**config.mk**
```make
export PLATFORM = sky130hd
export DESIGN_NAME = fft_io_controller
export DESIGN_NICKNAME = d
export VERILOG_FILES = /design/src/rtl/fft_io_controller_pkg.sv /design/src/rtl/fft_out_skid.sv /design/src/rtl/fft_io_controller.sv
export SDC_FILE = /design/constraint.sdc
export NUM_CORES = 1
export LEC_CHECK = 0
export BUFFER_PORTS_ARGS = -buffer_cell sky130_fd_sc_hd__buf_2
export CORE_MARGIN = 2
export CORE_UTILIZATION = 23
export DETAILED_ROUTE_END_ITERATION = 10
export GPL_TIMING_DRIVEN = 1
export PLACE_DENSITY = 0.52
export SLEW_MARGIN = 10
export SYNTH_ARGS = -nofsm -noshare
export SYNTH_HDL_FRONTEND = slang
export SYNTH_SLANG_ARGS = --single-unit
```
**constraint.sdc**
```tcl
create_clock -name clk -period 6.5 [get_ports clk]
set_input_delay 0.65 -clock clk [delete_from_list [all_inputs] [get_ports clk]]
set_output_delay 0.65 -clock clk [all_outputs]
set_load 0.01 [all_outputs]
```
**src/rtl/fft_io_controller_pkg.sv**
```systemverilog
// fft_consts: shared constants, types and helpers for the FFT I/O controller
//   N_LOG2/DATA_W  default transform size and component width
//   cplx_t         packed {re,im} sample
//   io_state_t     controller FSM states
//   bitrev()       reverses the w LSBs of k
package fft_consts;
  localparam int N_LOG2 = 3;
  localparam int DATA_W = 16;
  typedef struct packed {
    logic [DATA_W-1:0] re;
    logic [DATA_W-1:0] im;
  } cplx_t;
  typedef enum logic [1:0] {S_LOAD, S_START, S_COMPUTE, S_UNLOAD} io_state_t;
  function automatic logic [31:0] bitrev(input logic [31:0] k, input int w);
    logic [31:0] r;
    r = '0;
    for (int i = 0; i < w; i++) r[i] = k[w-1-i];
    return r;
  endfunction
endpackage

```
**src/rtl/fft_out_skid.sv**
```systemverilog
// fft_out_skid: 2-entry FIFO feeding the output stream
//   push/push_data       write side, one entry per cycle
//   pop_valid/pop_ready  valid/ready read side, pop_data is the oldest entry
//   count                current occupancy (0..2)
module fft_out_skid #(
  parameter int W = 32
) (
  input  logic         clk,
  input  logic         rst,
  input  logic         push,
  input  logic [W-1:0] push_data,
  output logic         pop_valid,
  input  logic         pop_ready,
  output logic [W-1:0] pop_data,
  output logic [1:0]   count
);
  logic [W-1:0] mem_q [2];
  logic [W-1:0] mem_d [2];
  logic wr_q, wr_d, rd_q, rd_d, pop;
  logic [1:0] cnt_q, cnt_d;
  always_comb begin
    pop_valid = cnt_q != 2'd0;
    pop_data = mem_q[rd_q];
    count = cnt_q;
    pop = pop_valid && pop_ready;
    mem_d = mem_q;
    if (push) mem_d[wr_q] = push_data;
    wr_d = wr_q ^ push;
    rd_d = rd_q ^ pop;
    cnt_d = cnt_q + 2'(push) - 2'(pop);
  end
  always_ff @(posedge clk or posedge rst)
    if (rst) begin
      mem_q <= '{default: '0};
      wr_q <= 1'b0;
      rd_q <= 1'b0;
      cnt_q <= 2'd0;
    end else begin
      mem_q <= mem_d;
      wr_q <= wr_d;
      rd_q <= rd_d;
      cnt_q <= cnt_d;
    end
endmodule

```
**src/rtl/fft_io_controller.sv**
```systemverilog
// fft_io_controller: frames one FFT (bit-reversed load, AGU compute, natural-order unload)
//   s_*        input sample stream, written to bank 0 via ld_*
//   agu_*      level start/done handshake with the address generation unit
//   ul_*       result-bank reads, data returns one cycle after ul_re
//   m_*        output sample stream through a 2-entry skid, m_last on sample N-1
//   busy       high outside LOAD
module fft_io_controller #(
  parameter int N_LOG2 = fft_consts::N_LOG2,
  parameter int DATA_W = fft_consts::DATA_W
) (
  input  logic                clk,
  input  logic                rst,
  input  logic                s_valid,
  output logic                s_ready,
  input  logic [2*DATA_W-1:0] s_data,
  output logic                m_valid,
  input  logic                m_ready,
  output logic [2*DATA_W-1:0] m_data,
  output logic                m_last,
  output logic                agu_start,
  input  logic                agu_done,
  input  logic                agu_bank_sel,
  output logic                ld_we,
  output logic [N_LOG2-1:0]   ld_addr,
  output logic [2*DATA_W-1:0] ld_wdata,
  output logic                ul_re,
  output logic                ul_bank,
  output logic [N_LOG2-1:0]   ul_addr,
  input  logic [2*DATA_W-1:0] ul_rdata,
  output logic                busy
);
  import fft_consts::*;
  localparam int CW = N_LOG2 + 1;
  localparam logic [CW-1:0] N = CW'(1 << N_LOG2);
  io_state_t state_q, state_d;
  logic [CW-1:0] load_cnt_q, load_cnt_d, rd_cnt_q, rd_cnt_d, out_cnt_q, out_cnt_d;
  logic res_bank_q, res_bank_d, inflight_q, inflight_d;
  logic ld_hs, pop;
  logic [1:0] skid_cnt;
  logic [2:0] occ;
  fft_out_skid #(.W(2*DATA_W)) u_skid (
    .clk(clk),
    .rst(rst),
    .push(inflight_q),
    .push_data(ul_rdata),
    .pop_valid(m_valid),
    .pop_ready(m_ready),
    .pop_data(m_data),
    .count(skid_cnt)
  );
  always_comb begin
    state_d = state_q;
    load_cnt_d = load_cnt_q;
    rd_cnt_d = rd_cnt_q;
    out_cnt_d = out_cnt_q;
    res_bank_d = res_bank_q;
    s_ready = state_q == S_LOAD;
    busy = !s_ready;
    agu_start = state_q == S_START || state_q == S_COMPUTE;
    ld_hs = s_valid && s_ready;
    ld_we = ld_hs;
    ld_addr = ld_hs ? N_LOG2'(bitrev(32'(load_cnt_q), N_LOG2)) : '0;
    ld_wdata = ld_hs ? s_data : '0;
    pop = m_valid && m_ready;
    m_last = m_valid && out_cnt_q == N - 1'b1;
    // Occupancy after this cycle's pop: counting the pop keeps 1 beat/cycle.
    occ = 3'(skid_cnt) + 3'(inflight_q) - 3'(pop);
    ul_re = state_q == S_UNLOAD && rd_cnt_q < N && occ < 3'd2;
    ul_addr = ul_re ? rd_cnt_q[N_LOG2-1:0] : '0;
    ul_bank = state_q == S_UNLOAD && res_bank_q;
    inflight_d = ul_re;
    unique case (state_q)
      S_LOAD:
        if (ld_hs) begin
          load_cnt_d = load_cnt_q == N - 1'b1 ? '0 : load_cnt_q + 1'b1;
          state_d = load_cnt_q == N - 1'b1 ? S_START : S_LOAD;
        end
      S_START: state_d = S_COMPUTE;
      S_COMPUTE:
        if (agu_done) begin
          res_bank_d = ~agu_bank_sel;
          state_d = S_UNLOAD;
        end
      S_UNLOAD: begin
        rd_cnt_d = ul_re ? rd_cnt_q + 1'b1 : rd_cnt_q;
        out_cnt_d = pop ? out_cnt_q + 1'b1 : out_cnt_q;
        if (pop && m_last) begin
          state_d = S_LOAD;
          load_cnt_d = '0;
          rd_cnt_d = '0;
          out_cnt_d = '0;
        end
      end
      default: state_d = S_LOAD;
    endcase
  end
  always_ff @(posedge clk or posedge rst)
    if (rst) begin
      state_q <= S_LOAD;
      load_cnt_q <= '0;
      rd_cnt_q <= '0;
      out_cnt_q <= '0;
      res_bank_q <= 1'b0;
      inflight_q <= 1'b0;
    end else begin
      state_q <= state_d;
      load_cnt_q <= load_cnt_d;
      rd_cnt_q <= rd_cnt_d;
      out_cnt_q <= out_cnt_d;
      res_bank_q <= res_bank_d;
      inflight_q <= inflight_d;
    end
endmodule

```
* Word-level counts from Yosys, hierarchy flattened
Index checks and enable logic that the tools add are counted.
** Storage, ports and cells
- Output and inout port bits :: 78
- Register bits :: 84
- Input port bits :: 70
** Cells by class
- Equality and inequality tests :: 8
- Reduce and logical (&&, ||, !) cells :: 20
- Order comparisons :: 5
- Bitwise operators :: 5
- Add/subtract/negate cells :: 7
- Multiplexer cells :: 22
** Operator list (number)
- 32-bit 2-to-1 mux :: 5
- 64-bit bitwise mux :: 1
- 32-bit demux with 1-bit select :: 1
- 4-bit 2-to-1 mux :: 7
- 4-bit by 1-bit adder with 4-bit output, second input constant :: 3
- 4-bit by 3-bit equality test with 1-bit output, second input constant :: 2
- 1-bit logical AND :: 8
- 2-bit case mux with 4 select lines :: 1
- 4-bit case mux with 2 select lines :: 1
- 2-bit nonzero test :: 4
- 2-bit 2-to-1 mux :: 3
- 3-bit 2-to-1 mux :: 2
- 2-bit AND reduction :: 3
- 3-bit AND reduction :: 2
- 2-bit equality test, second input constant :: 2
- 2-bit greater-or-equal comparator, second input constant :: 2
- 4-bit less-than comparator, second input constant :: 1
- 2-bit by 1-bit != test with 1-bit output, second input constant :: 2
- 1-bit inverter with 2-bit output :: 2
- 2-bit by 1-bit adder with 3-bit output :: 1
- 3-bit by 2-bit less-than comparator with 1-bit output, second input constant :: 1
- 3-bit by 1-bit subtractor with 3-bit output :: 1
- 2-bit by 1-bit adder with 2-bit output :: 1
- 2-bit by 1-bit equality test with 1-bit output, second input constant :: 1
- 9 further kinds :: 10

* Logic depth before layout (Yosys ltp)
- Depth after elaboration :: 7
- Gate-level depth with buffers :: 11
- Mapped depth without buffers :: 11

* Cells and area by module
From an unflattened synthesis, not the netlist that was laid out.
** Unflattened totals
- Cell total of the unflattened synthesis :: 327
- Area total of the unflattened synthesis :: 4663.2 µm²
** By module, submodules not included
- fft_out_skid :: cells an instance 190, times used 1, area an instance 3439.5 µm²
- fft_io_controller :: cells an instance 137, times used 1, area an instance 1223.7 µm²

* Least setup slack after synthesis
OpenSTA, ideal clock, no wires.
- Path kind :: input-to-output
- Start point :: input port m_ready
- End point :: output port ul_addr[0]
- Cell stages on the path :: 10
- Slack :: 3350 ps
- Data arrival time :: 2500 ps
- Data required time :: 5850 ps
- Cells stage by stage :: o21ai_2 -> inv_2 -> ha_1 -> inv_1 -> ha_1 -> inv_1 -> fa_1 -> xor2_1 -> nor3_2 -> and2_1
** Between the ends
- Word-level cells in the longest chain between the ends :: 5
** Ends and longest elaborated chain
- start: declaration :: line fft_io_controller.sv:17 : input logic m_ready,
- 1-bit logical AND :: line fft_io_controller.sv:64 : pop = m_valid && m_ready;
- 3-bit by 1-bit subtractor with 3-bit output :: line fft_io_controller.sv:67 : occ = 3'(skid_cnt) + 3'(inflight_q) - 3'(pop);
- 3-bit by 2-bit less-than comparator with 1-bit output :: line fft_io_controller.sv:68 : ul_re = state_q == S_UNLOAD && rd_cnt_q < N && occ < 3'd2;
- 1-bit logical AND :: line fft_io_controller.sv:68
- via ul_re :: line fft_io_controller.sv:26 : output logic ul_re,
- 3-bit 2-to-1 mux :: line fft_io_controller.sv:69 : ul_addr = ul_re ? rd_cnt_q[N_LOG2-1:0] : '0;
- end: declaration :: line fft_io_controller.sv:28 : output logic [N_LOG2-1:0] ul_addr,
The timed path passes the listed nets, and every way through them passes these cells.

* Final worst setup path
- Start point :: register u_skid.cnt_q[1] (netlist: u_skid.count[1])
- End point :: output port ul_addr[0]
** Between the ends
- Word-level cells in the longest chain between the ends :: 6
- Elaborated cells between the ends (all ways) :: 7
** Ends and longest elaborated chain
- start: declaration :: line fft_out_skid.sv:20 : logic [1:0] cnt_q, cnt_d;
- start signal: assignment :: line fft_out_skid.sv:42 : cnt_q <= cnt_d;
- parallel branches: the longest is 2 deep, another holds 2-bit by 1-bit adder with 3-bit output
- 3-bit by 1-bit subtractor with 3-bit output * :: line fft_io_controller.sv:67
- 3-bit by 2-bit less-than comparator with 1-bit output * :: line fft_io_controller.sv:68
- 1-bit logical AND * :: line fft_io_controller.sv:68
- 3-bit 2-to-1 mux * :: line fft_io_controller.sv:69
Mark *: on every way between the ends.

==> metrics.md <==
| Metric | Value |
|---|---|
| DRT Wirelength | `9450 um` |
| Crit path max fanout | `11` |
| Outcome | `complete, no violations` |
| Vias in the first global route | `3003` |
| Largest net degree at the start of global routing | `85` |
| Router iterations before antenna repair | `4` |
| Post-CTS Hold Fix Bufs | `0` |
| Placed cells | `678` |
| WP data required | `5850 ps` |
| Clock skew | `5.54 ps` |
| Setup ws final | `2830 ps` |
| Final Setup Violations | `0` |
| Post-synth EDFFs | `0` |
| Total chip power | `2.31 mW` |
| CTS buffer count | `9` |
| H-tree levels | `3` |
| Antenna cells | `0` |
| Fmax | `273 MHz` |
| Routability cong. | `0.725` |
| Cell row count | `48` |
| Syn nets | `407` |
| # Max-Cap Violations | `0` |
| Reg-to-reg setup timing slack | `3780 ps` |
| Critical path capture point type | `output pin` |
| Die Y | `138 um` |
| Root buffer cell | `clkbuf_16` |
| First-pass GRT wire length | `14400 um` |
| Async SR Flop Fraction | `1.00` |
| Leak pwr | `2.87 nW` |
| Crit start category | `flip-flop` |
| WL/cell | `13.6 um` |
| CP Class | `flip-flop to output pin` |
| RSZ-0062 raised after global routing | `no` |
| Fin crit share | `0.564` |
| Die Area | `19000 um^2` |
| Crit path DAT | `3020 ps` |
| Synthesis-to-layout area growth | `29.8%` |
| Final Util | `0.307` |
| Clk pin slew, worst setup/hold paths | `70 ps` |
| Clock Sinks | `84` |
| Final hold vios | `0` |
| CTS tree | `yes` |
| Pwr Density | `434 nW/um^2` |
| Final ANT Viol Nets | `0` |
| Synth Cell Area | `4110 um^2` |
| Drt drc | `0` |
| CP max stage cell | `fa_1` |
| Synth top area share | `0.512` |
| Unique masters post-synth | `34` |
| Dpl cell area | `5050 um^2` |
| Input/output buffers | `147` |
| Worst hold margin | `471 ps` |
| Synth Area per Inst | `12.6 um^2` |
| Crit path max-delay family | `adder cells` |
| Gr ovfl total | `0` |
| Vias per Instance | `4.36` |
| Largest stage delay, worst path | `510 ps` |
| Core Area | `17400 um^2` |
| I/O pins | `148` |
| Starting Density | `0.237` |
| Clk_lat worst skew | `340 ps` |
| Total GRT Usage | `0.0982` |
| Fin cells | `694` |
| Yosys warnings | `0` |
| Top cells by area, synth | `dfrtp_1 51%, mux2_2 25%, and3_1 5.3%` |
| Fin area | `5340 um^2` |
| Vias post-DR | `3023` |
| CTS max path bufs | `2` |
| Fin. max-slew vios | `0` |
| Die width | `138 um` |
| Mapped Cells | `326` |
| Commonest cells post-synth | `93 x mux2_2, 84 x dfrtp_1, 35 x and3_1` |
| # resized after CTS | `0` |
| Post-synthesis sequential area ratio | `0.512` |
| Worst slack, placed | `2910 ps` |
| Min-delay worst type | `flip-flop to flip-flop` |
| Period minus WS final | `3670 ps` |
| Most used DFF post-synth | `dfrtp_1` |
| Worst vdd ir | `0.000125 V` |
| Worst Max-Slew Pin Slew | `1100 ps` |
| Final #Nets | `545` |
| Largest area contributor in the netlist | `dfrtp_1` |
| Detail Placement HPWL | `6450 um` |
| Setup bufs post-CTS | `0` |
| Most common cell in the netlist | `mux2_2` |
| FF+latch count, synth | `84` |
| Antenna violations before repair | `0` |
| Max_slew headroom | `0.268` |
| WP buf/inv | `4` |
| Setup TNS | `0 ps` |
| Worst-path cell chain | `o21ai_2, inv_2, ha_1, inv_1, ha_1, inv_1, fa_1, nand2_1, nor3_2, and2_1, buf_2` |
| Layout cells sized above 1 | `0.571` |
| Initial DRC count | `57` |
## tightest hold or removal path, stage by stage (launching register included)
cell and delay (ps):
dfrtp_1 340, nand2_1 40, o21ai_0 50
## routing by layer
| layer | vias to the layer above | wire (um) | global-route usage |
|---|---|---|---|
| met5 | - | 0 | 0 |
| met4 | 0 | 111 | 0.0361 |
| met3 | 8 | 536 | 0.0228 |
| met2 | 97 | 4660 | 0.170 |
| met1 | 1478 | 4140 | 0.118 |
| li1 | 1440 | - | - |
## worst paths after layout
check / end / cells past startpoint / start
worst max-delay path: ul_addr[0] / 11 / u_skid.count[1]
worst min-delay path: res_bank_q / 2 / res_bank_q
worst max register to register: rd_cnt_q[3] / 11 / u_skid.count[1]
worst min register to register: res_bank_q / 2 / res_bank_q
max in group asynchronous: u_skid.rd_q / 3 / rst
min in group asynchronous: u_skid.mem_q[3] / 3 / rst
## cell families after synthesis
family / after synthesis / share of synthesized area
buffers and inverters: 34 / 0.0338
AND/OR/NAND/NOR: 65 / 0.0907
flip-flops: 84 / 0.512
AO/OA/AOI/OAI: 29 / 0.0463
adder cells (fa/ha/maj): 11 / 0.0353
multiplexers: 100 / 0.276
XOR/XNOR: 3 / 0.00640
## registers in the layout, summed over array words and instances (netlist names)
signal and flops:
u_skid.mem_q 64, out_cnt_q 4, state_q 2, inflight_q 1, load_cnt_q 4, rd_cnt_q 4, u_skid.count 2, res_bank_q 1
u_skid.wr_q 1, u_skid.rd_q 1
## power by group
part           leakage, nW  internal (mW)  switching (mW)
logic                 1.64          0.502           0.404
registers             1.10          0.746           0.171
clock network        0.133          0.264           0.226
total                 2.87           1.51           0.801
## layout by cell type (no fill, tap or decap), types with 3 or more instances in the layout
cell and count:
inv_1 11, o31ai_1 4, nand3_1 5, nor3_1 3
a21oi_1 3, mux2_2 93, o21ai_0 10, nand2_1 11
and3_1 35, and2_1 5, a31oi_1 3, clkbuf_16 9
buf_2 147, ha_1 8, dfrtp_1 83, inv_6 3
mux2_1 5
## layout make-up
type                            instances  area [um^2]
Fill cell                            1779        12000
Sequential cell                        84         2100
Multi-Input combinational cell        208         1870
Timing Repair Buffer                  148          743
Tap cell                              225          282
Clock buffer                            9          225
Clock inverter                          7         58.8
Inverter                               13         50.0
(Power assumes the default switching activity.)
